===== src/rtl/primo_pkg.sv =====
`default_nettype none
// +----------------------------------------------------------------------------+
// | Module      : primo_pkg                                                    |
// | Description : Shared types and constants for the sequential prime unit.   |
// | Revision    : 1.0 - initial release                                        |
// +----------------------------------------------------------------------------+
package primo_pkg;

  // Controller states
  typedef enum logic [2:0] {
    IDLE  = 3'd0,
    CHECK = 3'd1,
    DIV   = 3'd2,
    NEXT  = 3'd3,
    DONE  = 3'd4
  } state_t;

  // First odd trial divisor and its square
  localparam int FIRST_DIV = 3;
  localparam int FIRST_SQ  = 9;

  // Worst-case number of trials for a w-bit operand: odd i in 3 .. 2^(w/2)-1
  function automatic int trial_count(input int w);
    return (1 << (w / 2 - 1)) - 1;
  endfunction

endpackage
`default_nettype wire


===== src/rtl/primo_rem.sv =====
`default_nettype none
// +----------------------------------------------------------------------------+
// | Module      : primo_rem                                                    |
// | Description : Sequential restoring remainder unit, one dividend bit per   |
// |               cycle, MSB first, exactly W cycles per operation.            |
// | Revision    : 1.0 - initial release                                        |
// +----------------------------------------------------------------------------+
module primo_rem
  import primo_pkg::*;
#(
  parameter int W = 16
) (
  input  logic         clk,
  input  logic         rst_n,
  input  logic         go,
  input  logic [W-1:0] dividend,
  input  logic [W-1:0] divisor,
  output logic [W-1:0] rem,
  output logic         rem_done
);

  localparam int CW = $clog2(W + 1);

  logic [W-1:0]  part_r;
  logic [W-1:0]  shift_r;
  logic [W-1:0]  dvsr_r;
  logic [CW-1:0] cnt_r;
  logic          active_r;

  // One restoring step: shift in the next dividend bit, subtract if it fits.
  // The partial remainder stays below the divisor, so {part, bit} fits W+1 bits.
  function automatic logic [W-1:0] rem_step(input logic [W-1:0] part,
                                            input logic         bit_in,
                                            input logic [W-1:0] dv);
    logic [W:0] trial;
    trial = {part, bit_in};
    if (trial >= {1'b0, dv}) rem_step = W'(trial - {1'b0, dv});
    else                     rem_step = trial[W-1:0];
  endfunction

  // The go edge performs the first step straight from the dividend input,
  // so the W-th step lands one edge before rem_done is observed.
  always_ff @(posedge clk or negedge rst_n) begin
    if (!rst_n) begin
      part_r   <= '0;
      shift_r  <= '0;
      dvsr_r   <= '0;
      cnt_r    <= '0;
      active_r <= 1'b0;
      rem_done <= 1'b0;
    end else if (go) begin
      part_r   <= rem_step('0, dividend[W-1], divisor);
      shift_r  <= {dividend[W-2:0], 1'b0};
      dvsr_r   <= divisor;
      cnt_r    <= CW'(1);
      active_r <= 1'b1;
      rem_done <= 1'b0;
    end else if (active_r) begin
      part_r   <= rem_step(part_r, shift_r[W-1], dvsr_r);
      shift_r  <= {shift_r[W-2:0], 1'b0};
      cnt_r    <= cnt_r + CW'(1);
      if (cnt_r == CW'(W - 1)) begin
        active_r <= 1'b0;
        rem_done <= 1'b1;
      end else begin
        rem_done <= 1'b0;
      end
    end else begin
      rem_done <= 1'b0;
    end
  end

  assign rem = part_r;

endmodule
`default_nettype wire


===== src/rtl/primo_seq.sv =====
`default_nettype none
// +----------------------------------------------------------------------------+
// | Module      : primo_seq                                                    |
// | Description : Multi-cycle primality test by odd trial division; reports   |
// |               the prime flag and the smallest prime factor.                |
// | Revision    : 1.0 - initial release                                        |
// +----------------------------------------------------------------------------+
module primo_seq
  import primo_pkg::*;
#(
  parameter int W = 16
) (
  input  logic         clk,
  input  logic         rst_n,
  input  logic         start,
  input  logic [W-1:0] N,
  output logic         busy,
  output logic         done,
  output logic         F,
  output logic [W-1:0] fator
);

  localparam int SW = 2 * W;

  state_t        state;
  logic [W-1:0]  n_r;
  logic [W-1:0]  i_r;
  logic [SW-1:0] sq_r;

  logic [SW-1:0] n_ext;
  logic [SW-1:0] sq_next;
  logic [W-1:0]  i_next;
  logic [W-1:0]  div_in;
  logic          rem_go;
  logic [W-1:0]  rem;
  logic          rem_done;

  // Next trial divisor/square and the launch request for the remainder unit
  always_comb begin
    n_ext   = {{W{1'b0}}, n_r};
    i_next  = i_r + W'(2);
    sq_next = sq_r + {{(W-2){1'b0}}, i_r, 2'b00} + SW'(4);
    div_in  = (state == CHECK) ? W'(FIRST_DIV) : i_next;
    rem_go  = 1'b0;
    if (state == CHECK)
      rem_go = (n_r > W'(2)) && n_r[0] && (SW'(FIRST_SQ) <= n_ext);
    else if (state == NEXT)
      rem_go = (rem != '0) && (sq_next <= n_ext);
  end

  primo_rem #(.W(W)) u_rem (
    .clk      (clk),
    .rst_n    (rst_n),
    .go       (rem_go),
    .dividend (n_r),
    .divisor  (div_in),
    .rem      (rem),
    .rem_done (rem_done)
  );

  // Control FSM with registered handshake and result outputs
  always_ff @(posedge clk or negedge rst_n) begin
    if (!rst_n) begin
      state <= IDLE;
      n_r   <= '0;
      i_r   <= '0;
      sq_r  <= '0;
      busy  <= 1'b0;
      done  <= 1'b0;
      F     <= 1'b0;
      fator <= '0;
    end else begin
      case (state)
        IDLE: begin
          if (start) begin
            n_r   <= N;
            busy  <= 1'b1;
            state <= CHECK;
          end
        end
        CHECK: begin
          if (n_r <= W'(1)) begin
            F     <= 1'b0;
            fator <= '0;
            done  <= 1'b1;
            state <= DONE;
          end else if (n_r == W'(2)) begin
            F     <= 1'b1;
            fator <= W'(2);
            done  <= 1'b1;
            state <= DONE;
          end else if (!n_r[0]) begin
            F     <= 1'b0;
            fator <= W'(2);
            done  <= 1'b1;
            state <= DONE;
          end else begin
            i_r  <= W'(FIRST_DIV);
            sq_r <= SW'(FIRST_SQ);
            if (SW'(FIRST_SQ) > n_ext) begin
              // 3, 5 and 7 need no trial at all
              F     <= 1'b1;
              fator <= n_r;
              done  <= 1'b1;
              state <= DONE;
            end else begin
              state <= DIV;
            end
          end
        end
        DIV: begin
          if (rem_done) state <= NEXT;
        end
        NEXT: begin
          if (rem == '0) begin
            F     <= 1'b0;
            fator <= i_r;
            done  <= 1'b1;
            state <= DONE;
          end else begin
            i_r  <= i_next;
            sq_r <= sq_next;
            if (sq_next > n_ext) begin
              F     <= 1'b1;
              fator <= n_r;
              done  <= 1'b1;
              state <= DONE;
            end else begin
              state <= DIV;
            end
          end
        end
        DONE: begin
          done  <= 1'b0;
          busy  <= 1'b0;
          state <= IDLE;
        end
        default: state <= IDLE;
      endcase
    end
  end

endmodule
`default_nettype wire

===== config.mk =====
export PLATFORM = sky130hd
export DESIGN_NAME = primo_seq
export DESIGN_NICKNAME = d
export VERILOG_FILES = /design/src/rtl/primo_pkg.sv /design/src/rtl/primo_rem.sv /design/src/rtl/primo_seq.sv
export SDC_FILE = /design/constraint.sdc
export NUM_CORES = 1
export LEC_CHECK = 0
export BUFFER_PORTS_ARGS = -buffer_cell sky130_fd_sc_hd__buf_2
export CELL_PAD_IN_SITES_DETAIL_PLACEMENT = 0
export CELL_PAD_IN_SITES_GLOBAL_PLACEMENT = 1
export CORE_UTILIZATION = 44
export DETAILED_ROUTE_END_ITERATION = 8
export GPL_TIMING_DRIVEN = 1
export PLACE_DENSITY = 0.74
export RECOVER_POWER = 25
export SLEW_MARGIN = 30
export SYNTH_ARGS = -nofsm -noshare
export SYNTH_HDL_FRONTEND = slang
export SYNTH_SLANG_ARGS = --single-unit

===== constraint.sdc =====
create_clock -name clk -period 4.5 [get_ports clk]
set_input_delay 0.675 -clock clk [delete_from_list [all_inputs] [get_ports clk]]
set_output_delay 0.675 -clock clk [all_outputs]
set_load 0.01 [all_outputs]

==> results_dict.tcl <==
set metrics [dict create \
    synth_edf_count 0 \
    crit_arrival_ns 4.74 \
    crit_family "compound AO/OA/AOI/OAI gates" \
    syn_inst 1027 \
    violations "max-capacitance violations, max-slew violations" \
    power.density_nw_per_um2 655 \
    cts_tree "done" \
    crit_chain "ha_1 -> ha_2 -> inv_2 -> fa_2 -> nor2b_4 -> o31ai_4 -> a31oi_4 -> buf_6 -> a21o_1 -> xor2_2 -> ha_1 -> a21oi_2 -> nor2_1 -> a211oi_2 -> o21ai_1 -> nor4_2 -> o2111ai_2 -> buf_6 -> o21bai_4 -> buf_6 -> nor2_4 -> mux2_4" \
    async_reset_ff_share_pct 100 \
    routed_wl_um 25000 \
    die_h_um 146 \
    port_buffers 37 \
    io-pin-count 38 \
    ys_types 76 \
    via_count 7744 \
    design.core.area_um2 20200 \
    hold_depth 3 \
    min_period_ns 4.42 \
    yosys_warnings 0 \
    drive_gt1_share_pct 18.4 \
    clock.fmax_mhz 226 \
    p_leak_nw 5.12 \
    reg2regPathDepth 22 \
    cpMaxStageDelayCell "dfrtp_1" \
    synth_seq_cells 139 \
    worstReg2RegEnd "fator[1]" \
    cts.reportedPaths.clkPinSlew_ns 0.07 \
    holdPathEnd "n_r[5]" \
    antennaDiodeCount 0 \
    cts-root-buf "clkbuf_16" \
    status "finished with violations" \
    numCtsBuffers 17 \
    crit_start "sq_r[3]" \
    routedWlPerCell_um 18.0 \
    syn_nets 1116 \
    instances_no_fill 1386 \
    cts_max_level 4 \
    antenna_found_initial 0 \
    timing.final.crit_share_pct 98.2 \
    critPathMostFrequentCell "buf_6" \
    drv_cap 1 \
    start_util_pct 45.0 \
    synth.avg_cell_area_um2 8.86 \
    fillers 1914 \
    r2r_start "sq_r[3]" \
    grt_max_degree 98 \
    max-slew-margin-rel_pct -65.2 \
    cp_slowest_stage_delay_ns 0.38 \
    yosysSeqAreaShare_pct 38.2 \
    grt.overflow.total 0 \
    cp-end-kind "flip-flop" \
    syn2layout_area_growth_pct 18.9 \
    clk_latency_ns 0.43 \
    skew_ns 0.0123 \
    drt-initial-drc-count 447 \
    setup-violations-final 0 \
    crit_path_max_fanout 5 \
    rsz0062_at_grt "yes" \
    worstMarginPinSlew_ns 2.48 \
    crit_path_start_kind "flip-flop" \
    finalHoldViolCount 0 \
    via_per_inst 5.59 \
    dp_cells 1337 \
    syn-cell-area_um2 9100 \
    critPathKind "reg2reg" \
    place_congestion 0.872 \
    grt.total_usage_pct 24.5 \
    path_depth 22 \
    rrSetupSlack_ns 0.08 \
    clock-sinks 139 \
    synth_flop_cell "dfrtp_1" \
    slew_viol_final 98 \
    die_w_um 146 \
    whs_ns 0.440 \
    rows 52 \
    die-area_um2 21300 \
    cp.required_ns 4.82 \
    place_hpwl_um 18200 \
    dr.pass1.iters 5 \
    path_buf_inv 4 \
    grt_pass1_vias 7402 \
    vdd.ir_drop.worst_uv 369 \
    hold_path.class "in2reg" \
    min-delay-start "N[5]" \
    setup_tns_ns 0 \
    clock_path_buffers 2 \
    drcViolationCount 0 \
    grt_pass1_wl_um 40700 \
    ant_nets 0 \
    fin_nets 1192 \
]
[placed cells by master, fill, tap and decap left out, drive strengths merged, types with 3 or more instances in the layout]
master,count
inv,61
nor4,8
nor2,73
xnor2,32
nand2,135
a2bb2oi,15
or3,17
nor2b,6
dfrtp,139
o31ai,18
o21ai,100
a211oi,6
mux2,6
ha,68
buf,109
o2111ai,3
nand3,37
and3,17
a31oi,9
a21o,20
o211ai,4
o21bai,6
a21oi,54
clkbuf,20
a311oi,3
a221oi,16
mux2i,30
and2,3
nand2b,7
nand4,13
o21a,5
nor3,20
xor2,13
a211o,5
[final cells by class]
| cell class | instances | area [um2] | area share [%] |
|---|---|---|---|
| multi-input cells | 782 | 5410 | 50.0 |
| clock buffers | 18 | 429 | 3.97 |
| flip-flops and latches | 139 | 3480 | 32.2 |
| clock inverters | 14 | 149 | 1.38 |
| repair buffers | 111 | 821 | 7.58 |
| inverters | 52 | 195 | 1.80 |
| well taps | 270 | 338 | 3.12 |
[tightest hold or removal path, delay by kind of cell]
family | cells | cell delay [ns]
AND/OR/NAND/NOR | 1 | 0.03
buffers and inverters | 1 | 0.07
AO/OA/AOI/OAI | 1 | 0.06
[sequential cells by signal, summed over array words and instances, names as in the netlist, 3 cells and up]
name and flops:
u_rem.cnt_r 5, i_r 16, state 3, fator 16, sq_r 31, u_rem.rem 16, u_rem.shift_r 15, u_rem.dvsr_r 16
n_r 16
[where the power goes]
part	leakage, nW	switching (mW)	internal, mW
combinational	3.07	1.95	1.69
sequential	1.77	0.402	1.65
clock	0.279	0.614	0.783
total	5.12	2.96	4.12
[per-layer routing]
| metal | share of wire, % | vias up | GRT usage [%] |
|---|---|---|---|
| li1 | - | 3852 | - |
| met1 | 49 | 3759 | 35.0 |
| met2 | 46 | 110 | 37.9 |
| met3 | 3.4 | 23 | 3.92 |
| met4 | 1.3 | 0 | 7.63 |
| met5 | 0 | - | 0 |
[per-stage QoR]
stage	utilization (%)	area, um2	setup WS (ns)	power [mW]
2_1_floorplan	-	9100	0.340	4.38
3_3_place_gp	48.7	9850	-0.0779	5.33
3_5_place_dp	48.7	9850	-0.156	5.35
4_1_cts	52.0	10500	0.0296	6.84
5_1_grt	53.5	10800	-0.127	7.63
6_report	53.5	10800	0.0794	7.09
[cell families (layout without fill, tap and decap cells)]
group                    after synthesis  count (layout)  synth area share (%)
AND/OR/NAND/NOR                      342             342                  17.5
AO/OA/AOI/OAI                        288             289                  21.4
flip-flops                           139             139                  38.2
buffers and inverters                107             195                  4.76
adder cells (fa/ha/maj)               70              70                  9.79
XOR/XNOR                              45              45                  4.33
multiplexers                          36              36                  4.04
[repair_timing]
| action | in CTS | in global routing |
|---|---|---|
| pin swaps | 9 | 20 |
| hold buffers | 0 | 0 |
| buffers inserted | 5 | 9 |
| cloned | 1 | 2 |
| resized for setup | 13 | 52 |
| endpoints found under the setup margin | 68 | 73 |
[synth_stat cells (13+ instances only)]
| library cell | instances | area (um2) |
|---|---|---|
| nand2_1 | 135 | 507 |
| clkbuf_1 | 35 | 131 |
| buf_2 | 13 | 65.1 |
| and3_1 | 17 | 106 |
| nand3_1 | 36 | 180 |
| nand4_1 | 13 | 81.3 |
| inv_1 | 52 | 195 |
| a21oi_1 | 49 | 245 |
| xor2_1 | 13 | 114 |
| a2bb2oi_1 | 15 | 131 |
| dfrtp_1 | 139 | 3480 |
| o21ai_0 | 83 | 415 |
| o21ai_1 | 16 | 80.1 |
| a221oi_1 | 15 | 131 |
| o31ai_1 | 17 | 128 |
| xnor2_1 | 32 | 280 |
| a21o_1 | 20 | 150 |
| or3_1 | 17 | 106 |
| nor3_1 | 17 | 85.1 |
| ha_1 | 68 | 851 |
| mux2i_1 | 30 | 300 |
| nor2_1 | 72 | 270 |
[how the worst max path moves through the flow]
stage | endpoint | slack [ns]
after global placement | u_rem.rem[3] | -0.08
after detailed placement | u_rem.dvsr_r[4] | -0.16
after floorplan | u_rem.rem[14] | 0.34
after CTS | fator[1] | 0.03
after global routing | fator[1] | -0.13
final | fator[1] | 0.08
No activity file was read; power rests on OpenSTA's default activity.
